**config.mk**
```make
export PLATFORM = sky130hd
export DESIGN_NAME = algorithm_range
export DESIGN_NICKNAME = d
export VERILOG_FILES = /design/src/rtl/algorithm_range_pkg.sv /design/src/rtl/algorithm_range.sv
export SDC_FILE = /design/constraint.sdc
export NUM_CORES = 1
export LEC_CHECK = 0
export BUFFER_PORTS_ARGS = -buffer_cell sky130_fd_sc_hd__buf_2
export CAP_MARGIN = 20
export CORE_MARGIN = 10
export CORE_UTILIZATION = 30
export DETAILED_ROUTE_END_ITERATION = 10
export SYNTH_ARGS = -nofsm -noshare
export SYNTH_HDL_FRONTEND = slang
export SYNTH_SLANG_ARGS = --single-unit
```
**constraint.sdc**
```tcl
create_clock -name clk -period 4.3 [get_ports clk]
set_clock_uncertainty 0.2 [all_clocks]
set_input_delay 0.645 -clock clk [delete_from_list [all_inputs] [get_ports clk]]
set_output_delay 0.645 -clock clk [all_outputs]
set_load 0.01 [all_outputs]
```
**src/rtl/algorithm_range_pkg.sv**
```systemverilog
// Shared primitives for the range generator: default data width, boolean
// constants and the layout of the state debug port.
package algorithm_range_pkg;

    localparam int   INTN_DEFAULT = 8;
    localparam logic TRUE         = 1'b1;
    localparam logic FALSE        = 1'b0;
    localparam int   STATE_W      = 2;

endpackage

```
**src/rtl/algorithm_range.sv**
```systemverilog
// Range generator: accepts (start, count), streams start, start+1, ... for
// count elements (mod 2^intN), then reports end = start + count.
//
// Handshakes: a transfer happens on a rising edge where the producer's
// valid and the consumer's ready are both 1. Valid never depends on ready
// in the same cycle, and once raised it stays high, with its data stable,
// until that transfer happens.
module algorithm_range
    import algorithm_range_pkg::*;
#(
    parameter int intN = INTN_DEFAULT
) (
    input  logic               clk,
    input  logic               rst,
    input  logic               in_valid,
    output logic               in_ready,
    input  logic [intN-1:0]    start,
    input  logic [intN-1:0]    count,
    output logic [intN-1:0]    sOut,
    output logic               sOut_valid,
    input  logic               sOut_ready,
    output logic               out_valid,
    input  logic               out_ready,
    output logic [intN-1:0]    end_o,
    output logic [STATE_W-1:0] dbg_state_o
);

    typedef enum logic [STATE_W-1:0] {
        S_IDLE = 2'd0,
        S_EMIT = 2'd1,
        S_DONE = 2'd2
    } state_e;

    state_e            state_q, state_d;
    logic [intN-1:0]   value_q, value_d;
    logic [intN-1:0]   remaining_q, remaining_d;

    always_ff @(posedge clk) begin
        if (rst) begin
            state_q     <= S_IDLE;
            value_q     <= '0;
            remaining_q <= '0;
        end else begin
            state_q     <= state_d;
            value_q     <= value_d;
            remaining_q <= remaining_d;
        end
    end

    // remaining is only decremented in EMIT, where it is never zero, so it
    // cannot underflow; reaching one on a transfer ends the stream.
    always_comb begin
        state_d     = state_q;
        value_d     = value_q;
        remaining_d = remaining_q;
        unique case (state_q)
            S_IDLE: begin
                if (in_valid) begin
                    value_d     = start;
                    remaining_d = count;
                    state_d     = (count != '0) ? S_EMIT : S_DONE;
                end
            end
            S_EMIT: begin
                if (sOut_ready) begin
                    value_d     = value_q + intN'(1);
                    remaining_d = remaining_q - intN'(1);
                    if (remaining_q == intN'(1)) begin
                        state_d = S_DONE;
                    end
                end
            end
            S_DONE: begin
                if (out_ready) begin
                    state_d = S_IDLE;
                end
            end
            default: begin
                state_d = S_IDLE;
            end
        endcase
    end

    // After the last element the value register already holds start+count,
    // so the stream element and the result share one register.
    assign in_ready    = (state_q == S_IDLE) ? TRUE : FALSE;
    assign sOut_valid  = (state_q == S_EMIT) ? TRUE : FALSE;
    assign out_valid   = (state_q == S_DONE) ? TRUE : FALSE;
    assign sOut        = value_q;
    assign end_o       = value_q;
    assign dbg_state_o = state_q;

endmodule

```
After elaboration in Yosys (flattened, before gate mapping)
Index checks and enable logic that the tools add are counted.
Storage, ports and cells
  register bits: 18
  input bits: 21
  output and inout bits: 21
  word-level logic and storage cells: 32
Cells by class
  add/sub/neg operators: 2
  eq/ne operators: 7
  muxes and demuxes: 15
  reductions and logical operators: 5
Operators with widths (number)
  $mux W8: 4
  $pmux W8 S2: 2
  $mux W2: 5
  $add A8 B1 Y8 const B: 1
  $eq A8 B1 Y1 const B: 1
  $ne A2 B2 Y1 const B: 4
  $reduce_bool A8 Y1: 1
  $sub A8 B1 Y8 const B: 1
  $pmux W2 S3: 1
  $reduce_and A4 Y1: 1
  $mux W1: 3
  $reduce_and A3 Y1: 1
  $eq A2 B1 Y1 const B: 1
  $eq A2 B2 Y1 const B: 1
  $logic_not A2 Y1: 1
  $reduce_bool A2 Y1: 1

Depth between registers and ports, before layout
  depth after elaboration: 4
  mapped depth: 6
  depth with buffers taken out: 6

Worst setup path after synthesis
OpenSTA, ideal clock, no wires.
  kind: flip-flop to output port
  start: register state_q[0] (netlist: dbg_state_o[0])
  end: output port out_valid
  arrival time: 864 ps
  required time: 3455 ps
  slack: 2591 ps
  stages on the path, launching flop included: 4
  buffers on the path: 2
  cell sequence: dfxtp_1 -> buf_6 -> buf_2 -> nor2b_1
On the way
  cells in the longest elaborated chain, start to end: 2
RTL lines
  start, declared: RTL line algorithm_range.sv:34  | state_e state_q, state_d;
  start signal, assigned: RTL line algorithm_range.sv:44  | state_q <= state_d;
  $eq A2 B2 Y1: RTL line algorithm_range.sv:88  | assign out_valid = (state_q == S_DONE) ? TRUE : FALSE;
  $mux W1: RTL line algorithm_range.sv:88
  end, declared: RTL line algorithm_range.sv:22  | output logic out_valid,
Every way passes these cells.

Worst setup path in the final report
  start: register state_q[0] (netlist: dbg_state_o[0])
  end: output port sOut_valid
On the way
  cells in the longest elaborated chain, start to end: 2
RTL lines
  $eq A2 B1 Y1: RTL line algorithm_range.sv:87  | assign sOut_valid = (state_q == S_EMIT) ? TRUE : FALSE;
  $mux W1: RTL line algorithm_range.sv:87
  end, declared: RTL line algorithm_range.sv:20  | output logic sOut_valid,
Every way passes these cells.

==> impl_metrics.env <==
export IMPL_min_path_type="flop to flop"
export IMPL_required_ns=3.45
export IMPL_synth_common_cells="18 x dfxtp_1, 12 x nand2_1, 11 x a21oi_1, 11 x buf_4, 11 x nor2_1"
export IMPL_grt_pass1_wl_um=5871
export IMPL_vias_per_cell=5.326
export IMPL_synthesis_nets=176
export IMPL_ir_worst_vdd_v=0.0001803
export IMPL_overflow=0
export IMPL_die_area_um2=7017
export IMPL_ant_nets=0
export IMPL_path_class="flop to output port"
export IMPL_yosysTopAreaCellShare=0.2954
export IMPL_worstPathMaxFanout=23
export IMPL_power_switching_uw=163.4
export IMPL_dp_slack_ns=1.606
export IMPL_tightest_slew_ns=0.7851
export IMPL_antenna_found_initial=0
export IMPL_period_needed_ns=3.007
export IMPL_grtUsageTotal=0.09672
export IMPL_place_gp_congestion=0.8348
export IMPL_cp_end_kind="output port"
export IMPL_syn_inst=152
export IMPL_fin_ws_ns=1.293
export IMPL_critPathCapture="sOut_valid"
export IMPL_slowest_delay_ns=0.83
export IMPL_numCtsBuffers=3
export IMPL_pwr_density_cell_nw_per_um2=342.9
export IMPL_multi_input_area_um2=724.4
export IMPL_die_width_um=83.77
export IMPL_drive_above_1_share=0.2833
export IMPL_io_pins=42
export IMPL_r2r_slack_ns=1.86
export IMPL_clock_sinks=18
export IMPL_clock_latency_ns=0.25
export IMPL_hpwl_um=2600
export IMPL_clk_pin_slew_worst_paths_ns=0.07
export IMPL_nNetsFinal=205
export IMPL_place_area_um2=1371
export IMPL_worst_slew_margin_rel=0.4759
export IMPL_path_cells="nand2b_1, clkinv_1, buf_2"
export IMPL_cts_tree="yes"
export IMPL_timing_rr_start="dbg_state_o[0]$_SDFFE_PP0P_"
export IMPL_drtIter0Drc=127
export IMPL_critPathArrivalTime_ns=2.16
export IMPL_root_buffer="clkbuf_8"
export IMPL_nFillCells=430
export IMPL_final_area_um2=1426
export IMPL_vias=1225
export IMPL_start_util=0.3072
export IMPL_synth_edf_count=0
export IMPL_grt_pass1_vias=1226
export IMPL_routedWlPerCell_um=15.09
export IMPL_io_buffers=41
export IMPL_totalNegativeSetupSlack_ns=0
export IMPL_htree_levels=1
export IMPL_rows=23
export IMPL_syn_avg_cell_area_um2=8.026
export IMPL_clock_power_share=0.288
export IMPL_intPower_uw=325.7
export IMPL_setup_viol=0
export IMPL_ys_top_cells_by_area="dfxtp_1 30%, buf_4 6.8%, a21oi_1 4.5%"
export IMPL_cts_resized=0
export IMPL_reg2reg_depth=5
export IMPL_synth_area_um2=1220
export IMPL_coreArea_um2=3971
export IMPL_rsz0062_at_grt="no"
export IMPL_synth_seq_area_share=0.2954
export IMPL_outcome="completed"
export IMPL_setup_worst_path_start_class="flop"
export IMPL_drc=0
export IMPL_antennaDiodeCount=0
export IMPL_synth_warnings=0
export IMPL_maxSlewViolCount=0
export IMPL_pwr_share_comb=0.278
export IMPL_die_h_um=83.77
export IMPL_cts_setup_buffers=0
export IMPL_synth_largest_area_cell="dfxtp_1"
export IMPL_area_growth_pct=16.92
export IMPL_cts_hold_buf=0
export IMPL_regArea_um2=360.3
export IMPL_worstSetupStartpoint="dbg_state_o[0]$_SDFFE_PP0P_"
export IMPL_crit_slowest_cell="dfxtp_1"
export IMPL_post_route_period_util=0.6993
export IMPL_r2r_end="end_o[2]$_SDFFE_PP0P_"
export IMPL_switching_share=0.3341
export IMPL_p_seq_frac=0.434
export IMPL_synth_seq_cells=18
export IMPL_maxCapViolations=0
export IMPL_synth_ff_type="dfxtp_1"
export IMPL_p_leak_uw=0.0006187
export IMPL_synth_most_common_cell="dfxtp_1"
export IMPL_hold_viol_final=0
export IMPL_routed_wl_um=3470
export IMPL_yosysUniqueCellTypes=47
export IMPL_synthArstFlopShare=0
export IMPL_grt_start_max_net_pins=24
export IMPL_clk_path_buf_depth=2
export IMPL_fmax_mhz=332.6
export IMPL_firstDrtPassIters=4
[cell type report]
class                      count  area share
inverter                       5     0.01316
timing repair buffer          41      0.1439
multi-input combinational    112      0.5079
tap                           50     0.04386
sequential                    18      0.2526
clock buffer                   4     0.03860
[cell families (layout without fill, tap and decap cells)]
| logic type | Yosys count | in the layout | synth area share |
|---|---|---|---|
| compound gates | 45 | 45 | 0.2574 |
| xor+xnor | 1 | 1 | 0.007181 |
| fa+ha+maj | 3 | 3 | 0.03077 |
| buf+inv | 22 | 50 | 0.1108 |
| flops | 18 | 18 | 0.2954 |
| mux | 2 | 2 | 0.01641 |
| simple gates | 61 | 61 | 0.2821 |
[sequential cells by signal, summed over array words and instances (netlist names)]
name	flops
dbg_state_o	2
end_o	8
remaining_q	8
[power groups by stage]
stage | sequential [uW] | clock, uW | combinational [uW]
final | 212 | 141 | 136
after detailed placement | 216 | 0 | 136
after global placement | 216 | 0 | 137
after floorplan | 211 | 0 | 106
after CTS | 212 | 146 | 137
after global routing | 217 | 151 | 154
[stage by stage]
step,util,std cells,hold WS (ns),total power (uW)
finish,0.3592,230,0.3015,489.1
CTS,0.3592,230,0.3043,495.5
global route,0.3592,230,0.3288,522.1
floorplan,-,152,0.2636,316.8
detailed placement,0.3453,226,0.2915,352.5
global placement,0.3453,226,0.2879,353.4
[cells in the final DEF (no fill, tap or decap), types with 4 or more instances in the layout]
| master | Yosys | final |
|---|---|---|
| dfxtp_1 | 18 | 18 |
| nor3_1 | 6 | 6 |
| buf_2 | 3 | 41 |
| inv_1 | 4 | 4 |
| o21ai_0 | 4 | 4 |
| a31oi_1 | 5 | 5 |
| a211oi_1 | 6 | 6 |
| nand2_1 | 12 | 12 |
| nand3_1 | 5 | 5 |
| nor2_1 | 11 | 11 |
| a21oi_1 | 11 | 11 |
| clkbuf_8 | 0 | 4 |
| nand2b_1 | 6 | 6 |
[how the worst min path moves through the flow]
stage | startpoint | end | slack, ns | cells after the start
3_5_place_dp | remaining_q[4]$_SDFFE_PP0P_ | remaining_q[4]$_SDFFE_PP0P_ | 0.29 | 2
6_report | remaining_q[4]$_SDFFE_PP0P_ | remaining_q[4]$_SDFFE_PP0P_ | 0.30 | 2
5_1_grt | remaining_q[4]$_SDFFE_PP0P_ | remaining_q[4]$_SDFFE_PP0P_ | 0.33 | 2
2_1_floorplan | remaining_q[4]$_SDFFE_PP0P_ | remaining_q[4]$_SDFFE_PP0P_ | 0.26 | 2
3_3_place_gp | remaining_q[4]$_SDFFE_PP0P_ | remaining_q[4]$_SDFFE_PP0P_ | 0.29 | 2
4_1_cts | remaining_q[4]$_SDFFE_PP0P_ | remaining_q[4]$_SDFFE_PP0P_ | 0.30 | 2
[worst max-delay path: cells and delay by family, from the launching register on]
family / cells / cell delay (ns)
flip-flops: 1 / 0.83
AND/OR/NAND/NOR: 1 / 0.58
buffers and inverters: 2 / 0.50
[metal layers]
metal / GRT usage / up-vias / share of wire
li1: - / 612 / -
met1: 0.1167 / 556 / 0.45
met2: 0.1526 / 55 / 0.45
met3: 0.04199 / 2 / 0.093
met4: 0.02435 / 0 / 0.0063
met5: 0 / - / 0
(Power assumes the default switching activity.)
